**src/rtl/hist_readout_sched.sv**
```systemverilog
// hist_readout_sched: steers incoming samples round-robin into four histogram
// channels. On a rising edge of stop4calc it reads every bin back and presents
// the four channel counts summed per bin on a valid/ready output. When all bins
// have been read, it clears the channels.
//
// Ports
//   clk200, rstn            clock, asynchronous active-low reset
//   in_valid, in_data       sample input from the acquisition path
//   stop4calc               level input; its rising edge starts a readout
//   ch_wr, ch_data          one-hot channel write strobe and registered sample
//   rd_en, rd_addr          bin-read pulse and bin index to all channels
//   ch_rd_cnt               four channel counts, valid one cycle after rd_en
//   ch_clr                  clear-all-channels pulse at the end of readout
//   out_valid, out_ready    result handshake
//   out_bin, out_count      bin index and summed count of the current result
//   busy, done              readout in progress / readout complete pulse
//   drop_cnt                (HIST_SCHED_DROP_CNT_EN only) count of samples
//                           ignored during readout, saturating
//
// Optional feature macro: HIST_SCHED_DROP_CNT_EN
module hist_readout_sched #(
    parameter int unsigned DATA_SIZE   = 4,
    parameter int unsigned DATA_NUM    = 16,
    parameter int unsigned LENGTH_SIZE = 6,
    localparam int unsigned CNT_W      = LENGTH_SIZE + 1,
    localparam int unsigned SUM_W      = CNT_W + 2
) (
    input  logic                 clk200,
    input  logic                 rstn,
    input  logic                 in_valid,
    input  logic [DATA_SIZE-1:0] in_data,
    input  logic                 stop4calc,
    output logic [3:0]           ch_wr,
    output logic [DATA_SIZE-1:0] ch_data,
    output logic                 rd_en,
    output logic [DATA_SIZE-1:0] rd_addr,
    input  logic [4*CNT_W-1:0]   ch_rd_cnt,
    output logic                 ch_clr,
    output logic                 out_valid,
    input  logic                 out_ready,
    output logic [DATA_SIZE-1:0] out_bin,
    output logic [SUM_W-1:0]     out_count,
    output logic                 busy,
`ifdef HIST_SCHED_DROP_CNT_EN
    output logic                 done,
    output logic [15:0]          drop_cnt
`else
    output logic                 done
`endif
);

    localparam logic [DATA_SIZE-1:0] LAST_BIN = DATA_SIZE'(DATA_NUM - 1);

    typedef enum logic [2:0] {
        S_IDLE,
        S_DRAIN,
        S_READ,
        S_CAPT,
        S_OUT,
        S_CLEAR
    } state_t;

    state_t               state, state_n;
    logic [1:0]           ptr, ptr_n;
    logic [DATA_SIZE-1:0] bin, bin_n;
    logic                 drain, drain_n;
    logic                 stop_q;
    logic                 start_c;
    logic [SUM_W-1:0]     cnt_sum_c;

    logic [3:0]           ch_wr_n;
    logic [DATA_SIZE-1:0] ch_data_n;
    logic                 rd_en_n;
    logic [DATA_SIZE-1:0] rd_addr_n;
    logic                 clr_n;
    logic                 out_valid_n;
    logic [DATA_SIZE-1:0] out_bin_n;
    logic [SUM_W-1:0]     out_count_n;
    logic                 busy_n;

    assign start_c = stop4calc & ~stop_q;

    // Zero-extended sum of the four channel counts; SUM_W has two bits of headroom.
    always_comb begin
        cnt_sum_c = '0;
        for (int i = 0; i < 4; i++) begin
            cnt_sum_c = cnt_sum_c + SUM_W'(ch_rd_cnt[i*CNT_W +: CNT_W]);
        end
    end

    // State register.
    always_ff @(posedge clk200 or negedge rstn) begin
        if (!rstn) begin
            state <= S_IDLE;
        end else begin
            state <= state_n;
        end
    end

    // Next-state, datapath and next-output logic.
    always_comb begin
        state_n     = state;
        ptr_n       = ptr;
        bin_n       = bin;
        drain_n     = drain;
        ch_wr_n     = 4'b0000;
        ch_data_n   = '0;
        out_bin_n   = out_bin;
        out_count_n = out_count;

        case (state)
            S_IDLE: begin
                // A sample coinciding with the start edge is still written.
                if (in_valid) begin
                    ch_wr_n   = 4'b0001 << ptr;
                    ch_data_n = in_data;
                    ptr_n     = ptr + 2'd1;
                end
                if (start_c) begin
                    state_n = S_DRAIN;
                    drain_n = 1'b0;
                end
            end
            // Two idle cycles let the last channel write land before reading.
            S_DRAIN: begin
                if (drain) begin
                    state_n = S_READ;
                    bin_n   = '0;
                end else begin
                    drain_n = 1'b1;
                end
            end
            S_READ: begin
                state_n = S_CAPT;
            end
            S_CAPT: begin
                out_count_n = cnt_sum_c;
                out_bin_n   = bin;
                state_n     = S_OUT;
            end
            S_OUT: begin
                if (out_ready) begin
                    if (bin == LAST_BIN) begin
                        state_n = S_CLEAR;
                    end else begin
                        bin_n   = bin + DATA_SIZE'(1);
                        state_n = S_READ;
                    end
                end
            end
            S_CLEAR: begin
                ptr_n   = '0;
                state_n = S_IDLE;
            end
            default: begin
                state_n = S_IDLE;
            end
        endcase

        // Registered outputs are decoded from the next state so they line up with it.
        rd_en_n     = (state_n == S_READ);
        rd_addr_n   = rd_en_n ? bin_n : '0;
        out_valid_n = (state_n == S_OUT);
        clr_n       = (state_n == S_CLEAR);
        busy_n      = (state_n != S_IDLE);
    end

    // Datapath and output registers.
    always_ff @(posedge clk200 or negedge rstn) begin
        if (!rstn) begin
            ptr       <= '0;
            bin       <= '0;
            drain     <= 1'b0;
            stop_q    <= 1'b0;
            ch_wr     <= 4'b0000;
            ch_data   <= '0;
            rd_en     <= 1'b0;
            rd_addr   <= '0;
            ch_clr    <= 1'b0;
            done      <= 1'b0;
            out_valid <= 1'b0;
            out_bin   <= '0;
            out_count <= '0;
            busy      <= 1'b0;
        end else begin
            ptr       <= ptr_n;
            bin       <= bin_n;
            drain     <= drain_n;
            stop_q    <= stop4calc;
            ch_wr     <= ch_wr_n;
            ch_data   <= ch_data_n;
            rd_en     <= rd_en_n;
            rd_addr   <= rd_addr_n;
            ch_clr    <= clr_n;
            done      <= clr_n;
            out_valid <= out_valid_n;
            out_bin   <= out_bin_n;
            out_count <= out_count_n;
            busy      <= busy_n;
        end
    end

`ifdef HIST_SCHED_DROP_CNT_EN
    // Saturating count of samples ignored while a readout is in progress.
    always_ff @(posedge clk200 or negedge rstn) begin
        if (!rstn) begin
            drop_cnt <= 16'd0;
        end else if ((state != S_IDLE) && in_valid && (drop_cnt != 16'hFFFF)) begin
            drop_cnt <= drop_cnt + 16'd1;
        end
    end
`endif

endmodule

```
**config.mk**
```make
export PLATFORM = sky130hd
export DESIGN_NAME = hist_readout_sched
export DESIGN_NICKNAME = d
export VERILOG_FILES = /design/src/rtl/hist_readout_sched.sv
export SDC_FILE = /design/constraint.sdc
export NUM_CORES = 1
export LEC_CHECK = 0
export ABC_AREA = 1
export CAP_MARGIN = 40
export CORE_UTILIZATION = 25
export DETAILED_ROUTE_END_ITERATION = 8
export GPL_TIMING_DRIVEN = 0
export PLACE_DENSITY = 0.46
export SYNTH_ARGS = -nofsm -noshare
export SYNTH_HDL_FRONTEND = slang
export SYNTH_SLANG_ARGS = --single-unit
```
**constraint.sdc**
```tcl
create_clock -name clk200 -period 1.8 [get_ports clk200]
set_clock_uncertainty 0.1 [all_clocks]
set_input_delay 0.45 -clock clk200 [delete_from_list [all_inputs] [get_ports clk200]]
set_output_delay 0.45 -clock clk200 [all_outputs]
set_load 0.01 [all_outputs]
```
==> summary.txt, run 1 <==
Yosys
  • Count leader, synth: inv_1
  • Post-synthesis sequential area ratio: 0.4253
  • Share of the synthesized area in the top cell type: 0.4253
  • Syn Area/Cell: 8.496 sq um
  • Synthesized flop and latch total: 40
  • Synth Flop Type: dfrtp_1
  • YS warnings: 0
  • Area contributors post-synth: dfrtp_1 43%, fa_1 12%, inv_1 12%, nand2_1 8.8%, ha_1 6.9%
  • Largest area contributor in the netlist: dfrtp_1
  • Mapped Area: 2354 sq um
  • Top cells by count, synth: 74 x inv_1, 55 x nand2_1, 40 x dfrtp_1, 21 x nor2_1, 17 x nand3_1
  • Cells after Synth: 277
  • Async SR Flop Fraction: 1.000
  • Net Count, Synth: 341
  • Post-synth EDFFs: 0
  • Post-synth cell types: 24

Worst setup path
  • Crit. End Element: flip-flop
  • CP cell instances: buf_6 > inv_2 > fa_1 > inv_2 > fa_1 > ha_4 > inv_2 > fa_2 > inv_2 > nand2_2 > nand3_2 > nand2_2 > nand3_2 > nand2_1
  • Critical path required time: 1880 ps
  • WP buf/inv: 5
  • CP delay by family, top: adder cells
  • Max stage delay on crit path: 540 ps
  • Worst path slowest cell: fa_1
  • R2R Setup Slk: 380 ps
  • CP startpoint kind: primary input
  • Most used cell, CP: inv_2
  • Crit Path Class: in -> reg
  • Critical Path Fanout Max: 2
  • Critical path depth: 14
  • Worst reg-to-reg path cell count: 9
  • WP data arrival: 2550 ps

Placed design
  • Placer Congestion: 0.7678
  • Worst slack at placement: -1532 ps
  • DPL Wire Length: 3.684 mm
  • Number of port buffers: 66

CTS
  • Worst skew pair latency: 290 ps
  • Clock sinks: 40
  • Root Driver: clkbuf_8
  • CTS tree: built
  • Num CTS Buffers: 5
  • Hold_buf cts: 0
  • H-tree depth reported by CTS: 2
  • Reg clk slew, reported paths: 70 ps
  • CTS max path bufs: 2

Pwr
  • Switch Pwr: 1536 uW
  • VDD IR max: 0.5269 mV
  • Power share of the clock group: 0.134
  • Int Pwr: 2433 uW
  • Leak Pwr: 0.001842 uW
  • Logic pwr share: 0.516
  • PwrDens: 1163 nW/um^2
  • Sequential power share: 0.350
  • Sw Ratio: 0.3869

STA
  • Final Setup Violations: 8
  • Final number of max-transition violations: 0
  • Min Clock Period, post-route: 2470 ps
  • RSZ-0062 raised after global routing: true
  • Max Clk Rate: 404.9 MHz
  • Rel. slew slack: 0.6915
  • Setup Total Neg Slack: -4093 ps
  • Final worst slack: -670.0 ps
  • Crit share post-route: 1.372
  • Final Hold Fails: 0
  • Worst-Margin Slew: 462.7 ps

Detailed routing
  • Number of remaining DRC errors: 0
  • Vias per inst: 4.082
  • DRT Pass-1 Iters: 4
  • Vias: 1902
  • Iter 0 DRT Violations: 26
  • Routed WL per cell: 10.17 um
  • WL final: 4.739 mm
  • DRT antenna net count: 0

Global route
  • Vias in the first global route: 1930
  • First-pass GRT wire length: 8.314 mm
  • Largest net degree at the start of global routing: 23
  • Gr ovfl total: 0
  • Overall global routing resource usage: 0.1077
  • Initial antenna violation count: 0

Die
  • Starting density of the core: 0.2559
  • Die Ht: 99.03 um
  • Die Width: 99.03 um
  • Row count: 35
  • Die area: 9806 sq um
  • Core Area: 9196 sq um
  • I/O pin cnt: 67

Layout
  • Nets: 421
  • Layout cells sized above 1: 0.2282
  • P&R area growth vs syn: 44.98%
  • Ant diodes: 0

Run status
  • Status: finished, violations left
  • Failing checks: setup timing

Worst hold path
  • Worst min path class: in -> async

Run
  • Max Cap Viol: 0
## final timing paths
kind | end | from
max in group asynchronous | state[1] | rstn
worst max register to register | busy | bin[0]
min in group clk200 | out_count[1] | out_count[1]
worst min-delay path | ch_wr[0] | rstn
worst max-delay path | out_count[7] | ch_rd_cnt[8]
worst min register to register | out_count[1] | out_count[1]
## flip-flops by register name, summed over array words and instances, names as in the netlist
register   flops
rd_addr        4
out_bin        4
ptr            2
drain          1
rd_en          1
stop_q         1
ch_wr          4
done           1
ch_data        4
out_valid      1
busy           1
out_count      9
state          3
bin            4
## kinds of logic after synthesis
group           Yosys count  synth area share
xor+xnor                  1          0.003722
compound gates           21           0.05157
fa+ha+maj                27            0.1882
flops                    40            0.4253
buf+inv                  81            0.1313
simple gates            107            0.1999
## power groups by stage
stage	clock (uW)	sequential, uW	combinational, uW
5_1_grt	588	1430	2330
2_1_floorplan	0	1470	1080
3_3_place_gp	0	1410	1920
6_report	532	1390	2050
4_1_cts	561	1400	2060
3_5_place_dp	0	1410	1930
## cell usage in the layout (no fill, tap or decap), types with 6 or more instances in the layout
| master | n |
|---|---|
| nand2_1 | 50 |
| nand3_1 | 11 |
| nor2_1 | 20 |
| inv_1 | 58 |
| fa_1 | 11 |
| inv_2 | 18 |
| dlygate4sd2_1 | 6 |
| ha_1 | 8 |
| dfrtp_1 | 40 |
| nand2_2 | 11 |
| buf_2 | 11 |
| nand3_2 | 7 |
| buf_4 | 6 |
| o21ai_0 | 9 |
| clkdlybuf4s50_1 | 38 |
## layout make-up
class                   instances  area (sq um)
fillers                       986          5784
multi-input cells             156          1170
flip-flops and latches         40          1001
repair buffers                 73         704.4
inverters                      79         316.6
well taps                     111         138.9
clock buffers                   5         68.82
plain buffers                   2         12.51
## routing by layer
| layer | vias to the layer above | part of all wire | GRT usage |
|---|---|---|---|
| li1 | 975 | - | - |
| met1 | 878 | 0.48 | 0.1316 |
| met2 | 43 | 0.45 | 0.1781 |
| met3 | 6 | 0.059 | 0.03475 |
| met4 | 0 | 0.0099 | 0.03789 |
| met5 | - | 0 | 0 |
## metrics by stage
stage	area (sq um)	util	total power (uW)	instances	hold slack, ps
2_1_floorplan	2434	-	2552	277	54.41
3_3_place_gp	3233	0.3516	3328	454	372.5
3_5_place_dp	3256	0.3540	3332	455	333.3
4_1_cts	3368	0.3663	4013	466	16.88
5_1_grt	3412	0.3710	4351	466	45.86
6_report	3412	0.3710	3969	466	7.135
## repair_timing
action | 4_1_cts | 5_1_grt
gates resized for setup | 77 | 15
pin swaps | 38 | 9
endpoints found under the setup margin | 9 | 13
setup buffers | 6 | 1
endpoints found under the hold margin | 0 | 0
Note: power is estimated with default switching activity, not from simulation.
==> run 2: changes to the inputs <==
--- a/config.mk
+++ b/config.mk
@@ -7,10 +7,12 @@
 export LEC_CHECK = 0
 export ABC_AREA = 1
 export CAP_MARGIN = 40
+export CELL_PAD_IN_SITES_DETAIL_PLACEMENT = 1
+export CELL_PAD_IN_SITES_GLOBAL_PLACEMENT = 1
 export CORE_UTILIZATION = 25
 export DETAILED_ROUTE_END_ITERATION = 8
 export GPL_TIMING_DRIVEN = 0
-export PLACE_DENSITY = 0.46
+export PLACE_DENSITY = 0.6
 export SYNTH_ARGS = -nofsm -noshare
 export SYNTH_HDL_FRONTEND = slang
 export SYNTH_SLANG_ARGS = --single-unit
==> summary.txt, run 2 (synthesis gave the netlist of run 1 again) <==
Detailed routing
  • DRT Pass-1 Iters: 4
  • Vias per inst: 4.170
  • Number of remaining DRC errors: 0
  • WL final: 5.078 mm
  • DRT antenna net count: 0
  • Vias: 1960
  • Routed WL per cell: 10.80 um
  • Iter 0 DRT Violations: 19

Placed design
  • Placed insts: 455
  • Placer Congestion: 0.7137
  • DP Area: 3248 sq um
  • Number of port buffers: 66
  • DPL Wire Length: 4.039 mm

Global route
  • First-pass GRT wire length: 8.935 mm
  • Vias in the first global route: 1968
  • Overall global routing resource usage: 0.1148
  • Initial antenna violation count: 0
  • Gr ovfl total: 0
  • Largest net degree at the start of global routing: 28

Layout
  • P&R area growth vs syn: 47.74%
  • Nets: 422
  • Final Util: 0.3781
  • Most frequent cells in the layout: 54 x inv_1, 45 x nand2_1, 40 x dfrtp_1, 37 x clkdlybuf4s50_1, 22 x inv_2
  • Layout cells sized above 1: 0.2591
  • Reg with most FFs: out_count
  • Fin cells: 470
  • Ant diodes: 0
  • Fillers: 1094
  • Final instance area: 3477 sq um
  • Max reg flops: 9
  • Commonest non-fill, non-tap cell in the layout: inv_1

Worst setup path
  • WP data arrival: 2620 ps
  • Max stage delay on crit path: 540 ps
  • Crit Path Class: in -> reg
  • CP startpoint kind: primary input
  • Worst path slowest cell: fa_1
  • Most used cell, CP: inv_2
  • CP cell instances: buf_8 > inv_8 > fa_1 > inv_2 > fa_1 > ha_4 > inv_2 > fa_2 > inv_2 > nand3_2 > nand2_1 > nand2_1 > a31oi_1
  • Crit. End Element: flip-flop
  • Critical Path Fanout Max: 2
  • Critical path required time: 1910 ps

STA
  • RSZ-0062 raised after global routing: true
  • Worst-Margin Slew: 342.8 ps
  • Final Hold Fails: 0
  • Min Clock Period, post-route: 2511 ps
  • Setup Total Neg Slack: -4004 ps
  • Crit share post-route: 1.395
  • Max Clk Rate: 398.3 MHz
  • Final worst slack: -710.9 ps
  • Final Setup Violations: 8
  • Final number of max-transition violations: 0
  • Rel. slew slack: 0.7715

Die
  • I/O pin cnt: 67
  • Starting density of the core: 0.2559
  • Die area: 9806 sq um
  • Die Width: 99.03 um
  • Die Ht: 99.03 um
  • Core Area: 9196 sq um
  • Row count: 35

CTS
  • CTS tree: built
  • Root Driver: clkbuf_8
  • Reg clk slew, reported paths: 70 ps
  • Clock sinks: 40
  • H-tree depth reported by CTS: 2
  • Num CTS Buffers: 5
  • CTS max path bufs: 2
  • Worst skew pair latency: 290 ps

Run status
  • Failing checks: setup timing
  • Status: finished, violations left

Run
  • Max Cap Viol: 0

Worst hold path
  • Worst min path class: reg -> reg

Pwr
  • Leak Pwr: 0.001854 uW
  • PwrDens: 1191 nW/um^2
  • VDD IR max: 0.5002 mV
==> run 2: changes by cell type in the layout (fill, tap and decap cells not counted), sizes merged <==
cell	before	now
buf	23	24
clkbuf	5	9
dlymetal6s2s	5	6
clkdlybuf4s50	38	37
dlygate4sd3	0	1
dlygate4sd2	6	4
==> run 2: final timing paths <==
| kind | start | slack [ps] | end | cells past startpoint |
|---|---|---|---|---|
| min in group asynchronous | rstn | 500 | ch_wr[0] | 2 |
| worst min-delay path | out_count[1] | 390 | out_count[1] | 2 |
| max in group asynchronous | rstn | 640 | out_bin[1] | 3 |
| worst min register to register | out_count[1] | 390 | out_count[1] | 2 |
| worst max-delay path | ch_rd_cnt[1] | -710 | out_count[5] | 13 |
| worst max register to register | state[2] | 390 | out_count[5] | 5 |
==> run 2: per-stage QoR <==
step           power (uW)  hold slack, ps  setup slack (ps)
5_1_grt              4575           436.1            -845.3
3_3_place_gp         3333           370.3             -1519
3_5_place_dp         3367           272.7             -1553
6_report             4142           387.6            -710.9
4_1_cts              4153           398.2            -731.9
2_1_floorplan        2552           54.41            -817.5
==> run 2: repair_timing <==
| action | in CTS | in global routing |
|---|---|---|
| setup buffers | 6 | 0 |
| endpoints found under the setup margin | 9 | 14 |
| resized for setup | 78 | 35 |
| endpoints found under the hold margin | 13 | 0 |
| pin swaps | 40 | 31 |
| hold buffers | 1 | 0 |
| cloned | 0 | 0 |
==> run 2: per-layer routing <==
layer | global-route usage | share of wire
met3 | 0.02766 | 0.049
met5 | 0 | 0
met2 | 0.1797 | 0.45
met1 | 0.1599 | 0.49
met4 | 0.02755 | 0.0077
==> run 2: layout make-up <==
type	instances	area (sq um)	area share
timing repair buffer	74	721.9	0.2076
multi-input combinational	156	1196	0.3440
buffer	2	12.51	0.003598
tap	111	138.9	0.03994
clock buffer	8	90.09	0.02591
sequential	40	1001	0.2879
inverter	79	316.6	0.09104
==> run 2: power breakdown <==
part / internal [uW] / switching [uW]
sequential: 1190 / 199
combinational: 1030 / 1110
clock: 313 / 303
total: 2540 / 1610
==> run 2: critical path, delay by kind of cell <==
family	cells	cell delay, ps
fa+ha+maj	4	1590
simple gates	3	180
compound gates	1	140
buf+inv	5	260
==> run 3: changes to the inputs <==
--- a/config.mk
+++ b/config.mk
@@ -5,14 +5,13 @@
 export SDC_FILE = /design/constraint.sdc
 export NUM_CORES = 1
 export LEC_CHECK = 0
-export ABC_AREA = 1
 export CAP_MARGIN = 40
 export CELL_PAD_IN_SITES_DETAIL_PLACEMENT = 1
 export CELL_PAD_IN_SITES_GLOBAL_PLACEMENT = 1
 export CORE_UTILIZATION = 25
 export DETAILED_ROUTE_END_ITERATION = 8
 export GPL_TIMING_DRIVEN = 0
-export PLACE_DENSITY = 0.6
+export PLACE_DENSITY = 0.58
 export SYNTH_ARGS = -nofsm -noshare
 export SYNTH_HDL_FRONTEND = slang
 export SYNTH_SLANG_ARGS = --single-unit
==> summary.txt, run 3 <==
Run status
  • Status: finished, violations left
  • Failing checks: DRC, setup timing

Yosys
  • Largest area contributor in the netlist: dfrtp_1
  • Area contributors post-synth: dfrtp_1 44%, fa_1 12%, ha_1 7.1%, inv_1 6.7%, mux2_2 3.4%
  • Post-synthesis sequential area ratio: 0.4362
  • Cells after Synth: 214
  • Count leader, synth: inv_1
  • YS warnings: 0
  • Post-synth EDFFs: 0
  • Share of the synthesized area in the top cell type: 0.4362
  • Syn Area/Cell: 10.72 sq um
  • Synthesized flop and latch total: 40
  • Synth Flop Type: dfrtp_1
  • Mapped Area: 2295 sq um
  • Post-synth cell types: 38
  • Top cells by count, synth: 41 x inv_1, 40 x dfrtp_1, 14 x fa_1, 14 x o21ai_0
  • Net Count, Synth: 278
  • Async SR Flop Fraction: 1.000

Placed design
  • DP Area: 3134 sq um
  • Placer Congestion: 0.7215
  • DPL Wire Length: 3.947 mm
  • Worst slack at placement: -1835 ps
  • Number of port buffers: 66
  • Placed insts: 389

STA
  • Rel. slew slack: 0.5804
  • Min Clock Period, post-route: 2730 ps
  • Final worst slack: -930.2 ps
  • Max Clk Rate: 366.3 MHz
  • RSZ-0062 raised after global routing: true
  • Final number of max-transition violations: 0
  • Final Setup Violations: 8
  • Final Hold Fails: 0
  • Worst-Margin Slew: 626.5 ps
  • Crit share post-route: 1.517

Worst setup path
  • Critical path required time: 1910 ps
  • CP startpoint kind: primary input
  • R2R Setup Slk: 100 ps
  • R2r endpoint: bin[1]
  • Crit Path Class: in -> reg
  • Reg2reg start: state[2]
  • Worst reg-to-reg path cell count: 5
  • Critical Path Fanout Max: 2
  • WP data arrival: 2840 ps
  • Crit. End Element: flip-flop

Detailed routing
  • Number of remaining DRC errors: 15
  • DRT antenna net count: 0
  • DRT Pass-1 Iters: 6
  • Iter 0 DRT Violations: 50
  • Vias: 1776
  • WL final: 5.441 mm
  • Routed WL per cell: 13.40 um
  • Vias per inst: 4.374

CTS
  • Num CTS Buffers: 5
  • CTS tree: built
  • H-tree depth reported by CTS: 2
  • Reg clk slew, reported paths: 80 ps
  • Root Driver: clkbuf_8
  • Clock sinks: 40
  • Worst skew pair latency: 290 ps
  • CTS max path bufs: 2

Worst hold path
  • Hold Path Depth: 2
  • Worst min path class: reg -> reg
  • Hold Path End: out_count[2]
  • Min-delay src: out_count[2]

Layout
  • P&R area growth vs syn: 52.34%
  • Commonest non-fill, non-tap cell in the layout: dfrtp_1
  • Final instance area: 3496 sq um
  • Ant diodes: 0
  • Fin cells: 406
  • Layout cells sized above 1: 0.2852
  • Fillers: 965
  • Most frequent cells in the layout: 40 x dfrtp_1, 37 x clkdlybuf4s50_1, 25 x inv_1, 15 x inv_2, 12 x nand2_1
  • Nets: 361
  • Reg with most FFs: out_count
  • Final Util: 0.3970
  • Max reg flops: 9

Global route
  • Initial antenna violation count: 0
  • Overall global routing resource usage: 0.1174
  • First-pass GRT wire length: 8.845 mm
  • Vias in the first global route: 1890
  • Gr ovfl total: 0
  • Largest net degree at the start of global routing: 26

Pwr
  • Pwr Total: 4408 uW
  • VDD IR max: 0.4058 mV
  • Leak Pwr: 0.001712 uW
  • PwrDens: 1261 nW/um^2

Die
  • Starting density of the core: 0.2606
  • Die area: 9566 sq um
  • Die Ht: 97.81 um
  • Die Width: 97.81 um
  • Row count: 34
  • Core Area: 8806 sq um
  • I/O pin cnt: 67

Run
  • Max Cap Viol: 0
[run 3: cell types whose count changed after synthesis, sizes merged, moves of 7 or more]
cell | previous run | this run
inv | 79 | 41
and2 | 0 | 9
mux2 | 0 | 7
nor2 | 22 | 12
nand3 | 19 | 3
nand2 | 61 | 13
[run 3: worst max-delay path by stage]
stage / start / end
after floorplan: ch_rd_cnt[1] / out_count[7]
after global placement: ch_rd_cnt[1] / out_count[7]
after detailed placement: ch_rd_cnt[1] / out_count[7]
after CTS: ch_rd_cnt[1] / out_count[7]
after global routing: ch_rd_cnt[1] / out_count[7]
final: ch_rd_cnt[1] / out_count[7]
[run 3: through the flow]
stage	hold WS [ps]	TNS (ps)
floorplan	54.41	-6397
global placement	367.2	-50310
detailed placement	307.6	-14150
CTS	392.6	-5343
global route	433.8	-6026
finish	392.2	-5511
[run 3: worst max-delay path, cell delays in order]
cell and delay, ps:
buf_8 80, inv_8 20, fa_1 520, inv_1 50
fa_1 510, ha_4 140, inv_2 40, fa_2 350
nand2b_4 170, a211oi_4 230, nor4_1 80, o31ai_2 190
[run 3: what timing repair did]
action | in CTS | in global routing
hold endpoints to repair | 15 | 0
pin swaps | 32 | 15
setup buffers | 6 | 2
resized for setup | 72 | 24
hold buffers | 1 | 0
endpoints found under the setup margin | 10 | 14
[run 3: cell type report]
| class | count | area [sq um] | area share |
|---|---|---|---|
| buffer | 6 | 45.04 | 0.01288 |
| clock buffer | 7 | 96.34 | 0.02756 |
| clock inverter | 1 | 30.03 | 0.008590 |
| inverter | 41 | 161.4 | 0.04617 |
| multi-input combinational | 127 | 1276 | 0.3651 |
| sequential | 40 | 1001 | 0.2863 |
| tap | 108 | 135.1 | 0.03865 |
| timing repair buffer | 76 | 750.7 | 0.2147 |
[run 3: logic make-up (layout without fill, tap and decap cells)]
kind of cell             Yosys count  in the layout  synth area share
AO/OA/AOI/OAI                     37             37            0.1052
XOR/XNOR                           5              5           0.01909
adder cells (fa/ha/maj)           27             27            0.1930
buffers and inverters             47            131           0.08670
flip-flops                        40             40            0.4362
multiplexers                       8              8           0.03872
AND/OR/NAND/NOR                   50             50            0.1210
[run 3: report_power, final]
part           internal, uW  total [uW]  switching (uW)  leakage (uW)
clock                   490         825             335     0.0000645
combinational          1160        2270            1100       0.00113
sequential             1170        1320             148      0.000520
[run 3: layer usage]
layer / track usage / vias to the layer above / wire [um]
met4: 0.03846 / 0 / 72
met1: 0.1489 / 877 / 2512
met5: 0 / - / 0
li1: - / 844 / -
met2: 0.1915 / 47 / 2551
met3: 0.03508 / 8 / 305
